==> config.mk <==
export PLATFORM = sky130hd
export DESIGN_NAME = nibble_word_assembler_flat
export DESIGN_NICKNAME = d
export VERILOG_FILES = /design/src/rtl/nibble_pkg.sv /design/src/rtl/nibble_word_assembler_if.sv /design/src/rtl/nibble_word_assembler.sv /design/src/flat_wrapper.sv
export SDC_FILE = /design/constraint.sdc
export NUM_CORES = 1
export LEC_CHECK = 0
export CAP_MARGIN = 20
export CELL_PAD_IN_SITES_DETAIL_PLACEMENT = 1
export CELL_PAD_IN_SITES_GLOBAL_PLACEMENT = 2
export CORE_MARGIN = 2
export CORE_UTILIZATION = 29
export CTS_CLUSTER_SIZE = 30
export DETAILED_ROUTE_END_ITERATION = 7
export PLACE_DENSITY_LB_ADDON = 0.1
export SLEW_MARGIN = 5
export SYNTH_ARGS = -nofsm -noshare
export SYNTH_HDL_FRONTEND = slang
export SYNTH_SLANG_ARGS = --single-unit
==> constraint.sdc <==
create_clock -name clk -period 1.85 [get_ports clk]
set_input_delay 0.2775 -clock clk [delete_from_list [all_inputs] [get_ports clk]]
set_output_delay 0.2775 -clock clk [all_outputs]
set_load 0.01 [all_outputs]
==> src/rtl/nibble_pkg.sv <==
// Shared definitions for the nibble-to-word assembler:
// default widths, derived sizes and elaboration-time helpers.
package nibble_pkg;

   localparam int IN_W_DEF  = 4;
   localparam int OUT_W_DEF = 16;
   localparam int CNT_W_DEF = 16;

   function automatic int clog2(input int v);
      int r;
      r = 0;
      while ((1 << r) < v) r++;
      return r;
   endfunction

   function automatic int idx_width(input int n);
      return (clog2(n) > 0) ? clog2(n) : 1;
   endfunction

   function automatic bit width_ok(input int iw, input int ow);
      return (iw > 0) && (ow >= iw) && ((ow % iw) == 0);
   endfunction

   localparam int NIBBLES_PER_WORD = OUT_W_DEF / IN_W_DEF;
   localparam int IDX_WIDTH        = idx_width(NIBBLES_PER_WORD);
   localparam bit WIDTH_OK         = width_ok(IN_W_DEF, OUT_W_DEF);

endpackage

==> src/rtl/nibble_word_assembler_if.sv <==
// FIFO pop side and word output side of the assembler.
// master is the assembler, slave is its environment.
interface nibble_word_assembler_if
   import nibble_pkg::*;
#(
   parameter int IN_WIDTH  = IN_W_DEF,
   parameter int OUT_WIDTH = OUT_W_DEF,
   parameter int CNT_WIDTH = CNT_W_DEF
);
   localparam int NB_WIDTH = clog2(OUT_WIDTH / IN_WIDTH) + 1;

   logic [IN_WIDTH-1:0]  fifo_q;
   logic                 fifo_empty;
   logic                 fifo_pop;
   logic                 flush;
   logic [OUT_WIDTH-1:0] out_data;
   logic                 out_valid;
   logic                 out_ready;
   logic                 out_partial;
   logic [NB_WIDTH-1:0]  out_nibbles;
   logic [CNT_WIDTH-1:0] word_count;

   modport master (
      input  fifo_q, fifo_empty, flush, out_ready,
      output fifo_pop, out_data, out_valid, out_partial,
      output out_nibbles, word_count
   );

   modport slave (
      output fifo_q, fifo_empty, flush, out_ready,
      input  fifo_pop, out_data, out_valid, out_partial,
      input  out_nibbles, word_count
   );

endinterface

==> src/rtl/nibble_word_assembler.sv <==
// Drains a narrow FIFO, packs nibbles LSB-first into words,
// and emits zero-padded partial words on flush.
module nibble_word_assembler
   import nibble_pkg::*;
#(
   parameter int IN_WIDTH  = IN_W_DEF,
   parameter int OUT_WIDTH = OUT_W_DEF,
   parameter int CNT_WIDTH = CNT_W_DEF
) (
   input logic clk,
   input logic rst,
   nibble_word_assembler_if.master bus
);
   localparam int N  = OUT_WIDTH / IN_WIDTH;
   localparam int IW = idx_width(N);
   localparam int NW = clog2(N) + 1;
   localparam logic [IW-1:0] LAST = IW'(N - 1);

   if (!width_ok(IN_WIDTH, OUT_WIDTH)) begin : g_bad_width
      $error("OUT_WIDTH must be a multiple of IN_WIDTH");
   end

   typedef logic [N-1:0][IN_WIDTH-1:0] word_t;

   word_t                collect;
   word_t                full_word;
   word_t                part_word;
   logic [IW-1:0]        k;
   logic                 pending;
   logic                 pend_nxt;
   logic                 slot_free;
   logic                 pop;
   logic                 emit_full;
   logic                 emit_part;
   logic [OUT_WIDTH-1:0] data_q;
   logic                 valid_q;
   logic                 partial_q;
   logic [NW-1:0]        nib_q;
   logic [CNT_WIDTH-1:0] count_q;

   always_comb begin
      slot_free = !valid_q || bus.out_ready;
      pop = rst && !bus.fifo_empty && !bus.flush && !pending
         && !((k == LAST) && !slot_free);
      emit_full = pop && (k == LAST);
      emit_part = pending && slot_free && (k != '0);
      // a pending flush survives only while a partial word is blocked
      pend_nxt = pending ? ((k != '0) && !slot_free) : bus.flush;
      full_word = collect;
      full_word[k] = bus.fifo_q;
      part_word = '0;
      for (int i = 0; i < N; i++) begin
         if (i < int'(k)) part_word[i] = collect[i];
      end
   end

   always_ff @(posedge clk or negedge rst) begin
      if (!rst) begin
         collect   <= '0;
         k         <= '0;
         pending   <= 1'b0;
         data_q    <= '0;
         valid_q   <= 1'b0;
         partial_q <= 1'b0;
         nib_q     <= '0;
         count_q   <= '0;
      end else begin
         pending <= pend_nxt;
         if (pop) begin
            collect[k] <= bus.fifo_q;
            k <= (k == LAST) ? '0 : k + 1'b1;
         end
         if (emit_part) begin
            collect <= '0;
            k       <= '0;
         end
         if (valid_q && bus.out_ready) begin
            count_q <= count_q + 1'b1;
            valid_q <= 1'b0;
         end
         if (emit_full) begin
            data_q    <= full_word;
            valid_q   <= 1'b1;
            partial_q <= 1'b0;
            nib_q     <= NW'(N);
         end else if (emit_part) begin
            data_q    <= part_word;
            valid_q   <= 1'b1;
            partial_q <= 1'b1;
            nib_q     <= NW'(k);
         end
      end
   end

   assign bus.fifo_pop    = pop;
   assign bus.out_data    = data_q;
   assign bus.out_valid   = valid_q;
   assign bus.out_partial = partial_q;
   assign bus.out_nibbles = nib_q;
   assign bus.word_count  = count_q;

endmodule
==> src/flat_wrapper.sv <==
// flat-port wrapper written by rule: the top's interface ports become plain ports
module nibble_word_assembler_flat import nibble_pkg::*;
#(
   parameter int IN_WIDTH  = IN_W_DEF,
   parameter int OUT_WIDTH = OUT_W_DEF,
   parameter int CNT_WIDTH = CNT_W_DEF
)
  (clk, rst, bus_fifo_q, bus_fifo_empty, bus_flush, bus_out_ready, bus_fifo_pop, bus_out_data, bus_out_valid, bus_out_partial, bus_out_nibbles, bus_word_count);
  nibble_word_assembler_if #(.IN_WIDTH(IN_WIDTH), .OUT_WIDTH(OUT_WIDTH), .CNT_WIDTH(CNT_WIDTH)) bus_i ();
  input logic clk;
  input logic rst;
  input wire logic [$bits(bus_i.fifo_q)-1:0] bus_fifo_q;
  input wire logic [$bits(bus_i.fifo_empty)-1:0] bus_fifo_empty;
  input wire logic [$bits(bus_i.flush)-1:0] bus_flush;
  input wire logic [$bits(bus_i.out_ready)-1:0] bus_out_ready;
  output wire logic [$bits(bus_i.fifo_pop)-1:0] bus_fifo_pop;
  output wire logic [$bits(bus_i.out_data)-1:0] bus_out_data;
  output wire logic [$bits(bus_i.out_valid)-1:0] bus_out_valid;
  output wire logic [$bits(bus_i.out_partial)-1:0] bus_out_partial;
  output wire logic [$bits(bus_i.out_nibbles)-1:0] bus_out_nibbles;
  output wire logic [$bits(bus_i.word_count)-1:0] bus_word_count;
  assign bus_i.fifo_q = bus_fifo_q;
  assign bus_i.fifo_empty = bus_fifo_empty;
  assign bus_i.flush = bus_flush;
  assign bus_i.out_ready = bus_out_ready;
  assign bus_fifo_pop = bus_i.fifo_pop;
  assign bus_out_data = bus_i.out_data;
  assign bus_out_valid = bus_i.out_valid;
  assign bus_out_partial = bus_i.out_partial;
  assign bus_out_nibbles = bus_i.out_nibbles;
  assign bus_word_count = bus_i.word_count;
  nibble_word_assembler #(.IN_WIDTH(IN_WIDTH), .OUT_WIDTH(OUT_WIDTH), .CNT_WIDTH(CNT_WIDTH)) u_core (.clk(clk), .rst(rst), .bus(bus_i));
endmodule
Word level (Yosys, flattened, before mapping)
Cells that the tools add are included.

cells by class
  add/subtract/negate cells = 2
  mux-type cells = 21
  order comparisons = 5
  reductions and logical operators = 22
  eq/ne operators = 1

operators with widths
  operator                                                     number
  two-way mux 16 bit                                           4
  adder 16 x 1 -> 16 bit (second input constant)               1
  bitwise mux 16 bit                                           1
  two-way mux 4 bit                                            4
  logical AND 1 bit                                            11
  demux 4 bit (select 2 bit)                                   1
  zero test 1 bit                                              6
  two-way mux 1 bit                                            6
  two-way mux 2 bit                                            3
  two-way mux 3 bit                                            2
  nonzero test 2 bit                                           3
  less-than comparator 1 x 2 -> 1 bit (first input constant)   2
  less-than comparator 2 x 3 -> 1 bit (second input constant)  1
  nonzero test 3 bit                                           1
  adder 2 x 1 -> 2 bit (second input constant)                 1
  equality test 2 bit (second input constant)                  1
  >= comparator 2 x 1 -> 1 bit (second input constant)         1
  less-than comparator 2 bit (first input constant)            1
  logical OR 1 bit                                             1

word-level totals
  output and inout bits = 38
  input bits = 9
  register bits = 56
  word-level logic and storage cells = 62

Logic depth before layout (Yosys ltp)
Gate-level depths: netlist of run 1.

  depth in word-level cells = 8
  mapped depth = 8
  gate-level depth less buffers = 6

Least setup slack after synthesis of run 1
Ideal clock, no wire load.

  path kind = flip-flop to flip-flop
  start point = register u_core.k[1]
  end point = register u_core.data_q[1] (netlist: u_core.bus.out_data[1])
  library setup time = 0.126 ns
  period minus slack after synthesis = 1.744 ns
  data arrival time = 1.618 ns
  setup slack = 0.106 ns
  data required time = 1.724 ns
  stages on the path, launching flop included = 9
  buffers on the path = 2
  cell sequence = dfrtp_1 inv_1 ha_1 nand2b_1 nor2b_1 buf_2 nor2_2 buf_6 a221o_1

between the ends
  word-level cells in the longest chain between the ends = 6
  elaborated cells between the ends (all ways) = 18
  those cells by class = order compare (3); eq/ne (1); mux (6); reduce/logical (8)

RTL lines
  what                                                                               line                                                      text
  start, declared                                                                    nibble_word_assembler.sv:28                               logic [IW-1:0] k;
  start signal, assigned                                                             nibble_word_assembler.sv:71                               k <= (k == LAST) ? '0 : k + 1'b1;
  less-than comparator 2 x 3 -> 1 bit (not written as such) (tied with other cells)  nibble_word_assembler.sv:50                               full_word[k] = bus.fifo_q;
  logical AND 1 bit (on tied branches)                                               nibble_word_assembler.sv:50, nibble_word_assembler.sv:44
  two-way mux 4 bit (not written as such) or zero test 1 bit (tied branches)         nibble_word_assembler.sv:50, nibble_word_assembler.sv:44
  demux 4 bit (select 2 bit) or logical AND 1 bit (tied branches)                    -
  bitwise mux 16 bit or logical AND 1 bit (tied branches)                            nibble_word_assembler.sv:50, nibble_word_assembler.sv:45
  two-way mux 16 bit or nonzero test 2 bit (tied branches)                           -
  end signal, assigned                                                               nibble_word_assembler.sv:82                               data_q <= full_word;
  end signal, assigned                                                               nibble_word_assembler.sv:87                               data_q <= part_word;
  end, declared                                                                      nibble_word_assembler.sv:35                               logic [OUT_WIDTH-1:0] data_q;

Several ways; a longest one is shown, not always the timed one. The select of a mux whose other input is x is not followed.
A chain may end at the register's enable or synchronous reset.

Worst setup path after layout of run 1
  start point = register u_core.k[0]
  end point = register u_core.data_q[0] (netlist: u_core.bus.out_data[0])

Same word-level chain as after synthesis.

==> metrics, run 1 <==
run status finished clean; routed vias ~1800; endpoint of the lowest-slack register-to-register path u_core.bus.out_data[0]; sinks on the clock net 52; CTS tree yes; combinational group share of total power 0.337; count of fill cells added during filler insertion ~850; internal power of the cells ~0.0028 W; RSZ-0062 raised after global routing true; effective utilization at floorplan 0.2979; number of vias per cell after detailed routing approximately 4.7; number of setup violations in the final report 0; endpoint required time on the critical path slightly above 2 ns; startpoint type of the worst setup path flop; f_max roughly 560 MHz; largest net degree at the start of global routing 53; worst clock skew on the final layout ~0.0029 ns; Die ar. 8668 sq um; total I/O pin count 47; clock transition at the registers of the reported paths roughly 0.10 ns; Setup CP Type reg -> reg; Clock Power Share 0.263; critical path's slowest cell dfrtp_1; cell row count 32; slew at the pin closest to its max-slew limit 0.6870 ns; WL final between 5000 and 6000 um; Longest Clk Path Bufs 2; portion of total power attributed to sequential cells 0.400; global-route usage over all layers 0.1479; setup TNS after final layout 0 ns; Post-Syn Nets roughly 220; horizontal die dimension approximately 93 um; buffer type at the clock tree root clkbuf_8; first-pass iteration count of the detailed router 4; Port Buffer Count 46; total leakage power approximately 1.4 nW; Layout area overhead 39.35%; Final Hold Violating Endpoints 0; mean routed wirelength per cell between 15 and 20 um; clock latency reported for the late side of the worst-skew pair approximately 0.31 ns; share of synthesized area occupied by flip-flops and latches 0.5652; number of unique standard cell types used by synthesis 36; power per cell area about 1300 nW/um^2; class of the most critical hold timing path in -> async; count of inserted antenna diode cells 0; number of instances in the synthesized netlist 210; delay of the slowest cell on the worst path around 0.42 ns; cell family contributing the most delay on the critical path flip-flops; layout cells sized above 1 0.1571; switching share of power 0.3023; nature of the critical path endpoint flop; average size of a mapped cell 10.96 sq um; Max-slew headroom 0.5420; total number of yosys warnings 0; Post-Layout Cell Count about 380; # placed instances around 370; antenna violations before repair 0; register-to-register setup slack around 0.07 ns; switching power total between 0.001 and 0.0015 W; DRC violation count after routing 0; final total power 0.004061 W; die extent in y roughly 93 um; Num CTS Buffers 5; number of antenna-violating nets in the routed design 0; maximum fanout along the worst path 13; Worst Reg-to-Reg Cells 6; via count of the first global-routing pass approximately 1900; H-Tree Depth 2; Detail Placement HPWL ~4300 um; Critical Path AT between 1.5 and 2 ns; synthesized flop and latch total between 50 and 60; share of the clock period used by the worst path 0.9632; series of cell instances along the critical path ha_1 -> buf_4 -> and3_1 -> buf_4 -> and3_1 -> a221o_1; max-cap check violation count 0; initial drt markers 48; worst reg2reg path startpoint u_core.k[0]; number of buffer and inverter instances along the worst setup path 2; total grt overflow 0; final count of pins violating max slew 0; first-pass GRT wire length just over 10000 um; global placer's final weighted congestion approximately 0.74; minimum clock period around 1.8 ns; post-synthesis instance area around 2300 sq um; area of the core region 7727 sq um; largest voltage drop on the vdd net 0.0003733 V; number of nets at the end of the flow slightly below 300
cells in the final DEF (no fill, tap or decap), types with 2 or more instances in the layout:
cell	netlist	layout
a32o_1	4	4
and3_1	8	8
nand2b_1	3	2
dfrtp_1	52	52
nor3_1	4	4
clkdlybuf4s50_1	0	43
clkbuf_8	0	5
ha_1	5	5
nand3_1	23	23
buf_4	1	26
o21ai_0	9	9
a21oi_1	8	8
bufinv_16	0	3
and2_1	2	2
xnor2_1	15	15
a221o_1	3	3
mux2i_1	8	8
inv_1	4	3
nand4_1	3	3
nor2_1	5	5
a211oi_1	3	3
nand2_1	26	25
and4_1	2	2
how the worst max path moves through the flow:
| stage | from | end | slack (ns) | depth (start not counted) |
|---|---|---|---|---|
| 5_1_grt | u_core.k[0] | u_core.bus.out_data[6] | -0.03 | 8 |
| 4_1_cts | u_core.k[0] | bus_fifo_pop | 0.01 | 5 |
| 6_report | u_core.k[0] | u_core.bus.out_data[0] | 0.07 | 6 |
| 2_1_floorplan | u_core.k[1] | u_core.bus.out_data[1] | 0.11 | 8 |
| 3_5_place_dp | bus_fifo_empty | bus_fifo_pop | -0.28 | 5 |
| 3_3_place_gp | bus_fifo_empty | bus_fifo_pop | -0.28 | 5 |
worst reg2reg max path: stages, from the launching register on:
cell and delay (ns):
dfrtp_1 0.42, ha_1 0.24, buf_4 0.17, and3_1 0.19, buf_4 0.21, and3_1 0.19, a221o_1 0.26
cell usage after synthesis (all sizes together):
cell type | count | area (sq um)
a211oi | 3 | 22.52
a21oi | 8 | 40.04
a221o | 3 | 30.03
a22o | 1 | 8.760
a32o | 4 | 40.04
and2 | 2 | 12.51
and3 | 8 | 50.05
and4 | 2 | 17.52
buf | 6 | 37.53
clkbuf | 5 | 18.77
dfrtp | 52 | 1301
ha | 5 | 62.56
inv | 4 | 15.01
mux2 | 1 | 11.26
mux2i | 8 | 80.08
nand2 | 26 | 97.59
nand2b | 3 | 18.77
nand3 | 23 | 115.1
nand3b | 1 | 7.510
nand4 | 3 | 18.77
nor2 | 6 | 25.03
nor2b | 1 | 6.260
nor3 | 4 | 20.02
nor4b | 1 | 23.77
o211ai | 1 | 7.510
o21ai | 9 | 45.04
o22ai | 1 | 6.260
o2bb2ai | 1 | 8.760
o31ai | 1 | 7.510
or2 | 1 | 6.260
xnor2 | 15 | 131.4
xor2 | 1 | 8.760
cells by family (layout without fill, tap and decap cells):
kind of cell | Yosys count | after routing | share of synthesized area
simple gates | 81 | 81 | 0.1821
xor+xnor | 16 | 16 | 0.06087
mux | 9 | 9 | 0.03967
fa+ha+maj | 5 | 5 | 0.02717
flops | 52 | 52 | 0.5652
compound gates | 32 | 32 | 0.09403
buf+inv | 15 | 85 | 0.03097
power by group through the flow:
stage               clock (W)  combinational [W]  sequential, W
CTS                   0.00111            0.00138        0.00163
finish                0.00107            0.00137        0.00163
global placement            0            0.00136        0.00165
floorplan                   0           0.000581        0.00170
detailed placement          0            0.00138        0.00165
global route          0.00115            0.00151        0.00168
through the flow:
step,setup slack (ns),instance area (sq um),utilization,hold slack (ns)
after floorplan,0.1057,2302,-,-0.01809
after global placement,-0.2832,3024,0.3914,0.4637
after detailed placement,-0.2776,3024,0.3914,0.4676
after CTS,0.01010,3184,0.4121,0.1570
after global routing,-0.02611,3208,0.4152,0.1877
final,0.06812,3208,0.4152,0.1152
flip-flops by register name (all words and copies together) (netlist names):
register	cells
u_core.bus.out_nibbles	3
u_core.bus.out_valid	1
u_core.collect	12
u_core.pending	1
u_core.bus.word_count	16
u_core.bus.out_partial	1
u_core.bus.out_data	16
u_core.k	2
layout make-up:
| class | count | area (sq um) | area share |
|---|---|---|---|
| Multi-Input combinational cell | 143 | 939.7 | 0.2929 |
| Tap cell | 102 | 127.6 | 0.03978 |
| Clock buffer | 5 | 68.82 | 0.02145 |
| Clock inverter | 3 | 90.09 | 0.02808 |
| Sequential cell | 52 | 1301 | 0.4056 |
| Timing Repair Buffer | 73 | 665.6 | 0.2075 |
| Inverter | 4 | 15.01 | 0.004680 |
repair_timing:
item | 4_1_cts | 5_1_grt
setup buffers | 0 | 1
endpoints found under the setup margin | 1 | 10
gates resized for setup | 3 | 6
hold buffers | 0 | 0
pin swaps | 2 | 0
metal layers:
metal / part of all wire / wire [um] / global-route usage
met5: 0 / 0 / 0
met4: 0.0082 / 48 / 0.02941
met3: 0.030 / 175 / 0.02659
met2: 0.48 / 2818 / 0.2434
met1: 0.48 / 2843 / 0.2057
No activity file was read; power rests on OpenSTA's default activity.
==> run 2: changes to the inputs <==
- CTS_CLUSTER_SIZE: 30 -> not set
- GPL_TIMING_DRIVEN: not set -> 0
==> metrics, run 2 (synthesized netlist as in run 1, its figures left out) <==
run status finished clean; cell row count 32; final count of pins violating max slew 0; clock transition at the registers of the reported paths roughly 0.11 ns; Detail Placement HPWL roughly 4200 um; number of nets at the end of the flow between 200 and 300; worst reg2reg path startpoint u_core.pending; number of antenna-violating nets in the routed design 0; leading cell type in the layout, fill and taps excluded dfrtp_1; series of cell instances along the critical path nor4b_4 -> nand2_4 -> inv_4 -> buf_6 -> buf_6; setup TNS after final layout 0 ns; power per cell area ~1200 nW/um^2; final total power between 0.003 and 0.004 W; post-layout instance area ~3200 sq um; DRC violation count after routing 0; Layout area overhead 39.67%; endpoint required time on the critical path ~1.6 ns; antenna violations before repair 0; Setup CP Type reg -> out; first-pass iteration count of the detailed router 4; slew at the pin closest to its max-slew limit 0.4730 ns; first-pass GRT wire length slightly above 10000 um; area after detailed placement just under 3000 sq um; die extent in y 93.10 um; Num CTS Buffers 5; Port Buffer Count 46; count of inserted antenna diode cells 0; worst clock skew on the final layout about 0.013 ns; horizontal die dimension a little over 90 um; class of the most critical hold timing path reg -> reg; commonest non-fill, non-tap cells in the layout dfrtp_1, clkdlybuf4s50_1, nand2_1; number of setup violations in the final report 0; WL final between 6000 and 7000 um; minimum clock period roughly 1.8 ns; Final Hold Violating Endpoints 0; effective utilization at floorplan 0.2979; routed vias around 1800; total grt overflow 0; total I/O pin count 47; mean routed wirelength per cell 15.86 um; worst slack at placement -0.9533 ns; Die ar. 8668 sq um; critical path's slowest cell dfrtp_1; register-to-register setup slack approximately 0.10 ns; total leakage power 1.429 nW; H-Tree Depth 2; largest net degree at the start of global routing 31; initial drt markers 43; min setup slack post-route between 0.06 and 0.07 ns; hold path startpoint u_core.bus.word_count[15]; startpoint type of the worst setup path flop; Longest Clk Path Bufs 2; max-cap check violation count 0; via count of the first global-routing pass about 2000; Most common cell on crit path buf_6; Worst setup startpoint u_core.pending; Max-slew headroom 0.6846; layout cells sized above 1 0.1613; CTS tree yes; sinks on the clock net 52; clock latency reported for the late side of the worst-skew pair just over 0.3 ns; RSZ-0062 raised after global routing true; global placer's final weighted congestion 0.7209; global-route usage over all layers 0.1491; nature of the critical path endpoint primary output; buffer type at the clock tree root clkbuf_8; maximum fanout along the worst path 10; largest voltage drop on the vdd net roughly 0.00047 V; area of the core region around 7700 sq um; number of vias per cell after detailed routing about 4.8; Critical Path AT between 1.5 and 2 ns; share of the clock period used by the worst path 0.9655; f_max around 560 MHz; delay of the slowest cell on the worst path between 0.4 and 0.5 ns
## run 2: cell types whose count changed in the layout (fill, tap and decap cells not counted), moves of 2 or more
cell and delta:
bufinv_16 -2, o21ai_0 -2, clkbuf_1 +2, o21ai_1 +2, buf_4 -11, clkinv_4 +2
buf_6 +3, nand2b_4 +2, buf_12 +2
## run 2: worst paths after layout
kind | to | cells after the start
setup / recovery | bus_fifo_pop | 5
hold / removal | u_core.bus.word_count[15] | 1
setup reg to reg | u_core.bus.out_data[1] | 6
hold reg to reg | u_core.bus.word_count[15] | 1
max in group asynchronous | u_core.collect[6] | 3
min in group asynchronous | u_core.bus.word_count[15] | 3
## run 2: routing by layer
metal | share of wire | global-route usage | wire length [um] | up-vias
met5 | 0 | 0 | 0 | -
met4 | 0.0063 | 0.02941 | 38 | 0
met3 | 0.028 | 0.02740 | 169 | 5
met2 | 0.49 | 0.2512 | 2963 | 30
met1 | 0.48 | 0.2018 | 2872 | 918
li1 | - | - | - | 873
## run 2: area by class of cell
class,count,area (sq um)
buffer,9,62.56
clock buffer,5,68.82
clock inverter,3,47.55
fill,880,4512
inverter,4,17.52
multi-input combinational,143,975.9
sequential,52,1303
tap,102,127.6
timing repair buffer,63,613.1
## run 2: report_power, final
group          internal [W]  switching (W)
combinational      0.000720       0.000644
clock              0.000408       0.000404
sequential          0.00142       0.000214
## run 2: through the flow
step | hold slack, ns | util | std cells
floorplan | -0.01809 | - | 210
global placement | 0.4669 | 0.3740 | 358
detailed placement | 0.3172 | 0.3760 | 359
CTS | 0.4867 | 0.4101 | 380
global route | 0.5135 | 0.4161 | 381
finish | 0.4800 | 0.4161 | 381
## run 2: timing repair
| item | in CTS | in global routing |
|---|---|---|
| endpoints found under the setup margin | 35 | 20 |
| buffers inserted | 12 | 2 |
| hold buffers | 2 | 0 |
| gates resized for setup | 16 | 16 |
| pin swaps | 2 | 4 |
| endpoints found under the hold margin | 22 | 0 |
| cloned | 0 | 0 |
## run 2: worst max-delay path, delay by kind of cell (launching register included)
| kind | cells | cell delay, ns |
|---|---|---|
| simple gates | 2 | 0.47 |
| flops | 1 | 0.42 |
| buf+inv | 3 | 0.31 |
